File: config.mk
export PLATFORM = sky130hd
export DESIGN_NAME = sqrt_job_scheduler
export DESIGN_NICKNAME = d
export VERILOG_FILES = /design/src/rtl/sqrt_sched_pkg.sv /design/src/rtl/rr_arbiter.sv /design/src/rtl/sqrt_job_scheduler.sv
export SDC_FILE = /design/constraint.sdc
export NUM_CORES = 1
export LEC_CHECK = 0
export ABC_AREA = 1
export CAP_MARGIN = 20
export CORE_ASPECT_RATIO = 0.8
export CORE_MARGIN = 2
export CORE_UTILIZATION = 45
export CTS_BUF_LIST = sky130_fd_sc_hd__clkbuf_8 sky130_fd_sc_hd__clkbuf_16
export CTS_CLUSTER_DIAMETER = 40
export DETAILED_ROUTE_END_ITERATION = 8
export PLACE_DENSITY = 0.83
export SYNTH_ARGS = -nofsm -noshare
export SYNTH_HDL_FRONTEND = slang
export SYNTH_SLANG_ARGS = --single-unit
File: constraint.sdc
create_clock -name clk -period 4.4 [get_ports clk]
set_input_delay 0.44 -clock clk [delete_from_list [all_inputs] [get_ports clk]]
set_output_delay 0.44 -clock clk [all_outputs]
set_load 0.05 [all_outputs]
File: src/rtl/sqrt_sched_pkg.sv
// Shared types and constants for the square-root job scheduler.
// Imported by the scheduler top and anything that decodes its state.
package sqrt_sched_pkg;

    typedef enum logic [1:0] {
        IDLE  = 2'd0,
        ISSUE = 2'd1,
        WAIT  = 2'd2,
        RESP  = 2'd3
    } sched_state_t;

    localparam int TIMEOUT_DEFAULT = 32;

    // Wide enough for any supported result width; users take the low bits.
    localparam logic [31:0] ERR_RESULT = '1;

endpackage

File: src/rtl/rr_arbiter.sv
// Combinational round-robin arbiter: grants the first set request searching
// upward from the slot after last_grant, wrapping at NREQ.
module rr_arbiter #(
    parameter  int NREQ = 4,
    localparam int IW   = $clog2(NREQ)
) (
    input  logic [NREQ-1:0] req,
    input  logic [IW-1:0]   last_grant,
    output logic [NREQ-1:0] grant,
    output logic [IW-1:0]   grant_idx
);

    always_comb begin
        logic [IW-1:0] idx;
        logic          found;
        grant     = '0;
        grant_idx = '0;
        found     = 1'b0;
        idx       = '0;
        // The last slot visited (i == NREQ) is last_grant itself, so a sole
        // requester still wins back-to-back.
        for (int i = 1; i <= NREQ; i++) begin
            idx = IW'((int'(last_grant) + i) % NREQ);
            if (!found && req[idx]) begin
                found      = 1'b1;
                grant[idx] = 1'b1;
                grant_idx  = idx;
            end
        end
    end

endmodule

File: src/rtl/sqrt_job_scheduler.sv
// Shares one iterative square-root finder between NREQ requesters, with a
// per-job watchdog and a display value that tracks operand then result.
//
// state | meaning
// IDLE  | waiting for a request; accept and latch operand on grant
// ISSUE | one-cycle start pulse to the finder, watchdog loaded
// WAIT  | waiting for sq_done or watchdog terminal count
// RESP  | one-cycle response pulse, round-robin pointer advanced
module sqrt_job_scheduler
    import sqrt_sched_pkg::*;
#(
    parameter  int NREQ    = 4,
    parameter  int DW      = 8,
    parameter  int TIMEOUT = TIMEOUT_DEFAULT,
    localparam int IW      = $clog2(NREQ),
    localparam int RW      = DW / 2
) (
    input  logic            clk,
    input  logic            clr_n,
    input  logic [NREQ-1:0] req_valid,
    input  logic [NREQ*DW-1:0] req_data,
    output logic [NREQ-1:0] req_ready,
    output logic            sq_start,
    output logic [DW-1:0]   sq_a,
    input  logic            sq_done,
    input  logic [RW-1:0]   sq_sqrt,
    output logic            resp_valid,
    output logic [IW-1:0]   resp_id,
    output logic [RW-1:0]   resp_sqrt,
    output logic            resp_err,
    output logic            busy,
    output logic [DW-1:0]   disp_val
);

    localparam int CW = $clog2(TIMEOUT);

    sched_state_t  state_q, state_d;
    logic [IW-1:0] last_grant_q, last_grant_d;
    logic [IW-1:0] job_id_q, job_id_d;
    logic [CW-1:0] wdog_q, wdog_d;
    logic [DW-1:0] sq_a_q, sq_a_d;
    logic          sq_start_q, sq_start_d;
    logic          resp_valid_q, resp_valid_d;
    logic [IW-1:0] resp_id_q, resp_id_d;
    logic [RW-1:0] resp_sqrt_q, resp_sqrt_d;
    logic          resp_err_q, resp_err_d;
    logic          busy_q, busy_d;
    logic [DW-1:0] disp_val_q, disp_val_d;

    logic [NREQ-1:0] grant;
    logic [IW-1:0]   grant_idx;
    logic [DW-1:0]   grant_data;

    rr_arbiter #(.NREQ(NREQ)) u_arb (
        .req        (req_valid),
        .last_grant (last_grant_q),
        .grant      (grant),
        .grant_idx  (grant_idx)
    );

    assign grant_data = req_data[int'(grant_idx)*DW +: DW];
    assign req_ready  = (state_q == IDLE) ? grant : '0;

    always_comb begin
        state_d      = state_q;
        last_grant_d = last_grant_q;
        job_id_d     = job_id_q;
        wdog_d       = wdog_q;
        sq_a_d       = sq_a_q;
        sq_start_d   = 1'b0;
        resp_valid_d = 1'b0;
        resp_id_d    = resp_id_q;
        resp_sqrt_d  = resp_sqrt_q;
        resp_err_d   = resp_err_q;
        disp_val_d   = disp_val_q;

        unique case (state_q)
            IDLE: begin
                if (|req_valid) begin
                    job_id_d   = grant_idx;
                    sq_a_d     = grant_data;
                    disp_val_d = grant_data;
                    sq_start_d = 1'b1;
                    state_d    = ISSUE;
                end
            end
            ISSUE: begin
                // Down-counter: terminal count 0 lands on the TIMEOUT-th WAIT cycle.
                wdog_d  = CW'(TIMEOUT - 1);
                state_d = WAIT;
            end
            WAIT: begin
                if (wdog_q != '0) begin
                    wdog_d = wdog_q - 1'b1;
                end
                if (sq_done) begin
                    resp_sqrt_d  = sq_sqrt;
                    resp_err_d   = 1'b0;
                    resp_id_d    = job_id_q;
                    resp_valid_d = 1'b1;
                    disp_val_d   = DW'(sq_sqrt);
                    state_d      = RESP;
                end else if (wdog_q == '0) begin
                    resp_sqrt_d  = ERR_RESULT[RW-1:0];
                    resp_err_d   = 1'b1;
                    resp_id_d    = job_id_q;
                    resp_valid_d = 1'b1;
                    disp_val_d   = DW'(ERR_RESULT[RW-1:0]);
                    state_d      = RESP;
                end
            end
            RESP: begin
                last_grant_d = job_id_q;
                state_d      = IDLE;
            end
            default: state_d = IDLE;
        endcase

        busy_d = (state_d != IDLE);
    end

    always_ff @(posedge clk or negedge clr_n) begin
        if (!clr_n) begin
            state_q      <= IDLE;
            last_grant_q <= IW'(NREQ - 1);
            job_id_q     <= '0;
            wdog_q       <= '0;
            sq_a_q       <= '0;
            sq_start_q   <= 1'b0;
            resp_valid_q <= 1'b0;
            resp_id_q    <= '0;
            resp_sqrt_q  <= '0;
            resp_err_q   <= 1'b0;
            busy_q       <= 1'b0;
            disp_val_q   <= '0;
        end else begin
            state_q      <= state_d;
            last_grant_q <= last_grant_d;
            job_id_q     <= job_id_d;
            wdog_q       <= wdog_d;
            sq_a_q       <= sq_a_d;
            sq_start_q   <= sq_start_d;
            resp_valid_q <= resp_valid_d;
            resp_id_q    <= resp_id_d;
            resp_sqrt_q  <= resp_sqrt_d;
            resp_err_q   <= resp_err_d;
            busy_q       <= busy_d;
            disp_val_q   <= disp_val_d;
        end
    end

    assign sq_start   = sq_start_q;
    assign sq_a       = sq_a_q;
    assign resp_valid = resp_valid_q;
    assign resp_id    = resp_id_q;
    assign resp_sqrt  = resp_sqrt_q;
    assign resp_err   = resp_err_q;
    assign busy       = busy_q;
    assign disp_val   = disp_val_q;

endmodule

Yosys cells after proc, flatten, opt, wreduce, memory -nomap -nowiden
Cells that the tools add are included.
{"block": "classes", "addsub": 5, "n_lt_le_gt_ge": 8, "eq_ne": 6, "shifts": 1, "n_mux": 49, "bitwise_logic": 3, "reduce_logical": 22}
{"op": "32-bit by 6-bit indexed part select with 8-bit output", "count": 1}
{"op": "4-bit two-way mux", "count": 7}
{"op": "8-bit two-way mux", "count": 3}
{"op": "1-bit two-way mux", "count": 18}
{"op": "2-bit two-way mux", "count": 9}
{"op": "8-bit case mux with 2 select lines", "count": 1}
{"op": "2-bit by 3-bit < comparator with 1-bit output (second input constant)", "count": 4}
{"op": "4-bit OR", "count": 3}
{"op": "5-bit case mux with 2 select lines", "count": 1}
{"op": "1-bit binary-select mux with 2-bit select", "count": 4}
{"op": "1-bit demux with 2-bit select", "count": 4}
{"op": "2-bit by 1-bit greater-or-equal comparator with 1-bit output (second input constant)", "count": 4}
{"op": "2-bit case mux with 4 select lines", "count": 1}
{"op": "2-bit nonzero test", "count": 4}
{"op": "1-bit logical AND", "count": 7}
{"op": "2-bit AND reduction", "count": 3}
{"op": "5-bit logical NOT", "count": 1}
{"op": "5-bit two-way mux", "count": 1}
{"op": "5-bit nonzero test", "count": 1}
{"op": "5-bit by 1-bit subtractor with 5-bit output (second input constant)", "count": 1}
{"op": "2-bit by 1-bit adder with 2-bit output (second input constant)", "count": 2}
{"op": "2-bit adder (second input constant)", "count": 2}
{"op": "2-bit == test (second input constant)", "count": 2}
{"op": "4-bit OR reduction", "count": 1}
{"op": "7 further kinds", "count": 9}
{"block": "totals", "register_bits": 37, "out_inout_bits": 30, "wordCells": 106}

Logic depth before layout (Yosys ltp)
{"block": "logic_depth", "depth_word": 16, "mapped_depth": 17, "mapped_depth_nobuf": 17}

Cells and area by module
Synthesis repeated with hierarchy kept, for this count alone.
{"block": "hier_totals", "cells_unflattened": 323, "area_unflattened_um2": 2386.0}
{"module": "sqrt_job_scheduler", "n_inst": 1, "cells_per_inst": 248, "area_each_um2": 1911.8, "seq_area_each_um2": 928.4}
{"module": "rr_arbiter", "n_inst": 1, "cells_per_inst": 75, "area_each_um2": 474.2, "seq_area_each_um2": 0.0}

Worst setup path after synthesis
No wires, ideal clock.
{"block": "synth_path", "path_kind": "register to output", "from": "register last_grant_q[0]", "to": "output req_ready[1]", "t_arrival_ns": 2.105, "setup_slack_ns": 1.855, "stages_incl_launch_ff": 11, "n_path_buf": 0, "cell_sequence": "dfstp_2 -> inv_2 -> ha_1 -> inv_1 -> nand3_2 -> nand2_4 -> nor2_8 -> nand3_2 -> o221ai_1 -> nand2_1 -> inv_1"}
{"block": "synth_via", "elab_chain_cells": 14, "elab_cells_between_ends": 49, "cone_classes": "4 x add/sub; 8 x order compare; 24 x mux; 3 x bitwise; 10 x reduce/logical"}
{"item": "from (decl)", "line": "sqrt_job_scheduler.sv:38", "text": "logic [IW-1:0] last_grant_q, last_grant_d;"}
{"item": "from (signal assigned)", "line": "sqrt_job_scheduler.sv:125", "text": "last_grant_q <= IW'(NREQ - 1);"}
{"item": "from (signal assigned)", "line": "sqrt_job_scheduler.sv:138", "text": "last_grant_q <= last_grant_d;"}
{"item": "parallel branches: the longest is 12 deep, another holds 2-bit by 3-bit < comparator with 1-bit output"}
{"item": "4-bit two-way mux (*)", "line": "rr_arbiter.sv:24", "text": "if (!found && req[idx]) begin"}
{"item": "4-bit two-way mux (*)", "line": "sqrt_job_scheduler.sv:62", "text": "assign req_ready = (state_q == IDLE) ? grant : '0;"}
{"item": "to (decl)", "line": "sqrt_job_scheduler.sv:22", "text": "output logic [NREQ-1:0] req_ready,"}
Every way passes the cells marked *. The select of a mux whose other input is x is not followed.

Worst setup path in the final report
Same ends and word-level chain as after synthesis.

==> impl_metrics.toml <==
[status]
status = "finished clean"

[setup_path]
crit_start = "last_grant_q[0]$_DFFE_PN1N_"
start_kind = "flop"
crit_cells = 11
rrSetupSlack_ns = 1.51
rr_worst_depth = 15
path_class = "reg2out"
r2r-start = "last_grant_q[0]$_DFFE_PN1N_"
slowest_stage = "clkdlybuf4s50_1"
path_delay_family = "buffers and inverters"
critPathArrivalTime_ns = 3.32
crit_fanout = 15
crit_buf_inv = 4
required_ns = 3.96
cpPeakStageDelay_ns = 0.79
end_kind = "output port"
crit_chain = "inv_2 > ha_1 > inv_1 > nand3_2 > nand2_4 > nor2_8 > nand3_2 > o221ai_1 > nand2_1 > inv_1 > clkdlybuf4s50_1"
crit_path_end = "req_ready[1]"
rr_endpoint = "disp_val[7]$_DFFE_PN0P_"

[final_layout]
n_antenna_cell = 0
final_layout_size_suffix_gt1_share_pct = 10.22
most-common-layout-cells = "nand2_1 (125), clkdlybuf4s50_1 (71), dfrtp_1 (35), inv_1 (34), nand3_1 (28)"
final_nets = 467
area_growth_pct = 35.85
final_util_pct = 62.45
final_common_cell = "nand2_1"

[min_path]
hold_class = "in2async"

[floorplanning]
die_height_um = 70.28
io_pins = 73
row_count = 24
start_util_pct = 45.97
core_mm2 = 0.005375
dieArea_mm2 = 0.006104
die_w_um = 86.85

[drt]
route.met2.wl_um = 2832
routed-via-count = 2394
drc = 0
drt_iter0_drc = 94
wl_per_cell_um = 12.80
first_pass_iters = 4
wl_met3_um = 384
ant_nets = 0
highest_layer = "met4"
wl_met1_um = 2772
vias_per_cell = 5.029
finalWirelength_um = 6093

[clocking]
tritoncts = "done"
cts_root_buffer = "clkbuf_8"
numCtsBuffers = 5
cts_setup_buffers = 0
htreeDepth = 2
postCtsHoldBufs = 0
clk_pin_slew_ns = 0.08
clockBufferDepth = 2
post_cts_resized = 0
clock_sinks = 37
worst_skew_pair.late_latency_ns = 0.30

[synth]
dominantRegCellSynth = "dfrtp_1"
yosys_register_bits = 37
async_reset_ff_share_pct = 100.0
synth_area_mm2 = 0.002471
syn_inst = 338
synth.top_cell.area_share_pct = 35.44
yosys.cell_types.count = 34
post-synth-top-area-cell = "dfrtp_1"
synth_edf_count = 0
synthTopCellsByArea = "dfrtp_1 (35%), nand2_1 (19%), ha_1 (7.1%)"
ys.warnings.count = 0
syn_area_per_cell_um2 = 7.311
syn_nets = 395
synth-seq-area-share_pct = 37.57

[sta]
finalSetupViolations = 0
max_freq_ghz = 0.2661
rsz0062_at_grt = "no"
fin_tns_setup_ns = 0
post-route-min-period_ns = 3.758
fin_crit_sh_pct = 85.42
final-hold-violation-count = 0
max-slew-margin-rel_pct = 46.23
final_max_slew_viol_count = 0
skew_ns = 0.007575
worstMarginPinSlew_ns = 0.8066

[global_routing]
track_usage_pct = 21.53
grt_overflow_total = 0
grt_pass1_vias = 2339
grt_max_degree = 38
grt_pass1_wl_um = 10510
antenna_found_initial = 0

[placed_design]
io_buffers = 72
hpwl_um = 4734
globalplace.congestion = 0.8626

[flow_run]
cap_violations = 0
## worst min-delay path by stage
stage / slack, ns / end / cells after the start / start
after detailed placement: 0.47 / sq_a[2]$_DFFE_PN0P_ / 2 / sq_a[2]$_DFFE_PN0P_
after floorplan: 0.14 / busy$_DFF_PN0_ / 0 / clr_n
after global placement: 0.47 / sq_a[1]$_DFFE_PN0P_ / 2 / sq_a[1]$_DFFE_PN0P_
after CTS: 0.25 / sq_a[0]$_DFFE_PN0P_ / 1 / clr_n
after global routing: 0.30 / resp_err$_DFFE_PN0P_ / 1 / clr_n
final: 0.23 / wdog_q[2]$_DFFE_PN0P_ / 1 / clr_n
## stage by stage
stage / hold slack (ns) / instance area, µm² / cells / setup WS [ns]
6_report: 0.2303 / 3357 / 476 / 0.6417
5_1_grt: 0.2965 / 3357 / 476 / 0.4022
3_5_place_dp: 0.4710 / 3219 / 468 / 0.9821
3_3_place_gp: 0.4693 / 3219 / 468 / 1.047
2_1_floorplan: 0.1444 / 2471 / 338 / 1.855
4_1_cts: 0.2544 / 3357 / 476 / 0.6500
## area by class of cell
type                    count  area, µm²
clock inverters             3      68.82
inverters                  38      142.6
well taps                  65      81.33
fillers                   469       2018
clock buffers               5      68.82
repair buffers             73      723.2
multi-input cells         255       1344
flip-flops and latches     37      928.4
## metal layers
| layer | GRT usage [%] | vias to the layer above |
|---|---|---|
| met3 | 5.437 | 12 |
| met5 | 0 | - |
| met1 | 28.64 | 1102 |
| li1 | - | 1212 |
| met4 | 7.465 | 0 |
| met2 | 33.93 | 68 |
## cell usage after synthesis (3+ instances only)
| cell | count |
|---|---|
| nand2_1 | 125 |
| dfrtp_1 | 35 |
| inv_1 | 34 |
| nand3_1 | 28 |
| nor2_1 | 22 |
| o21ai_0 | 17 |
| ha_1 | 14 |
| nand2_2 | 12 |
| nand3b_1 | 5 |
| inv_2 | 4 |
| nand2_4 | 4 |
| nand3_2 | 4 |
| o21ai_1 | 4 |
| a31oi_1 | 3 |
| buf_2 | 3 |
## worst register-to-register path: cells and delay by family, from the launching register on
kind | cells | cell delay [ns]
flip-flops | 1 | 0.72
buffers and inverters | 3 | 0.39
AND/OR/NAND/NOR | 11 | 1.32
adder cells (fa/ha/maj) | 1 | 0.38
## cell families after synthesis
kind of cell	after synthesis	synth area share, %
adders and majority gates	14	7.089
AOI/OAI and AO/OA	32	7.747
DFF	37	37.57
buffers and inverters	46	8.050
and+or+nand+nor	209	39.54
## flip-flops by register name (all words and copies together), names as in the netlist
name	count
sq_start	1
resp_err	1
sq_a	8
busy	1
last_grant_q	2
resp_valid	1
disp_val	8
resp_sqrt	4
resp_id	2
state_q	2
job_id_q	2
wdog_q	5
Power is not shown: default switching activity piles up to over one toggle a cycle in this logic, so the estimate is an artifact.
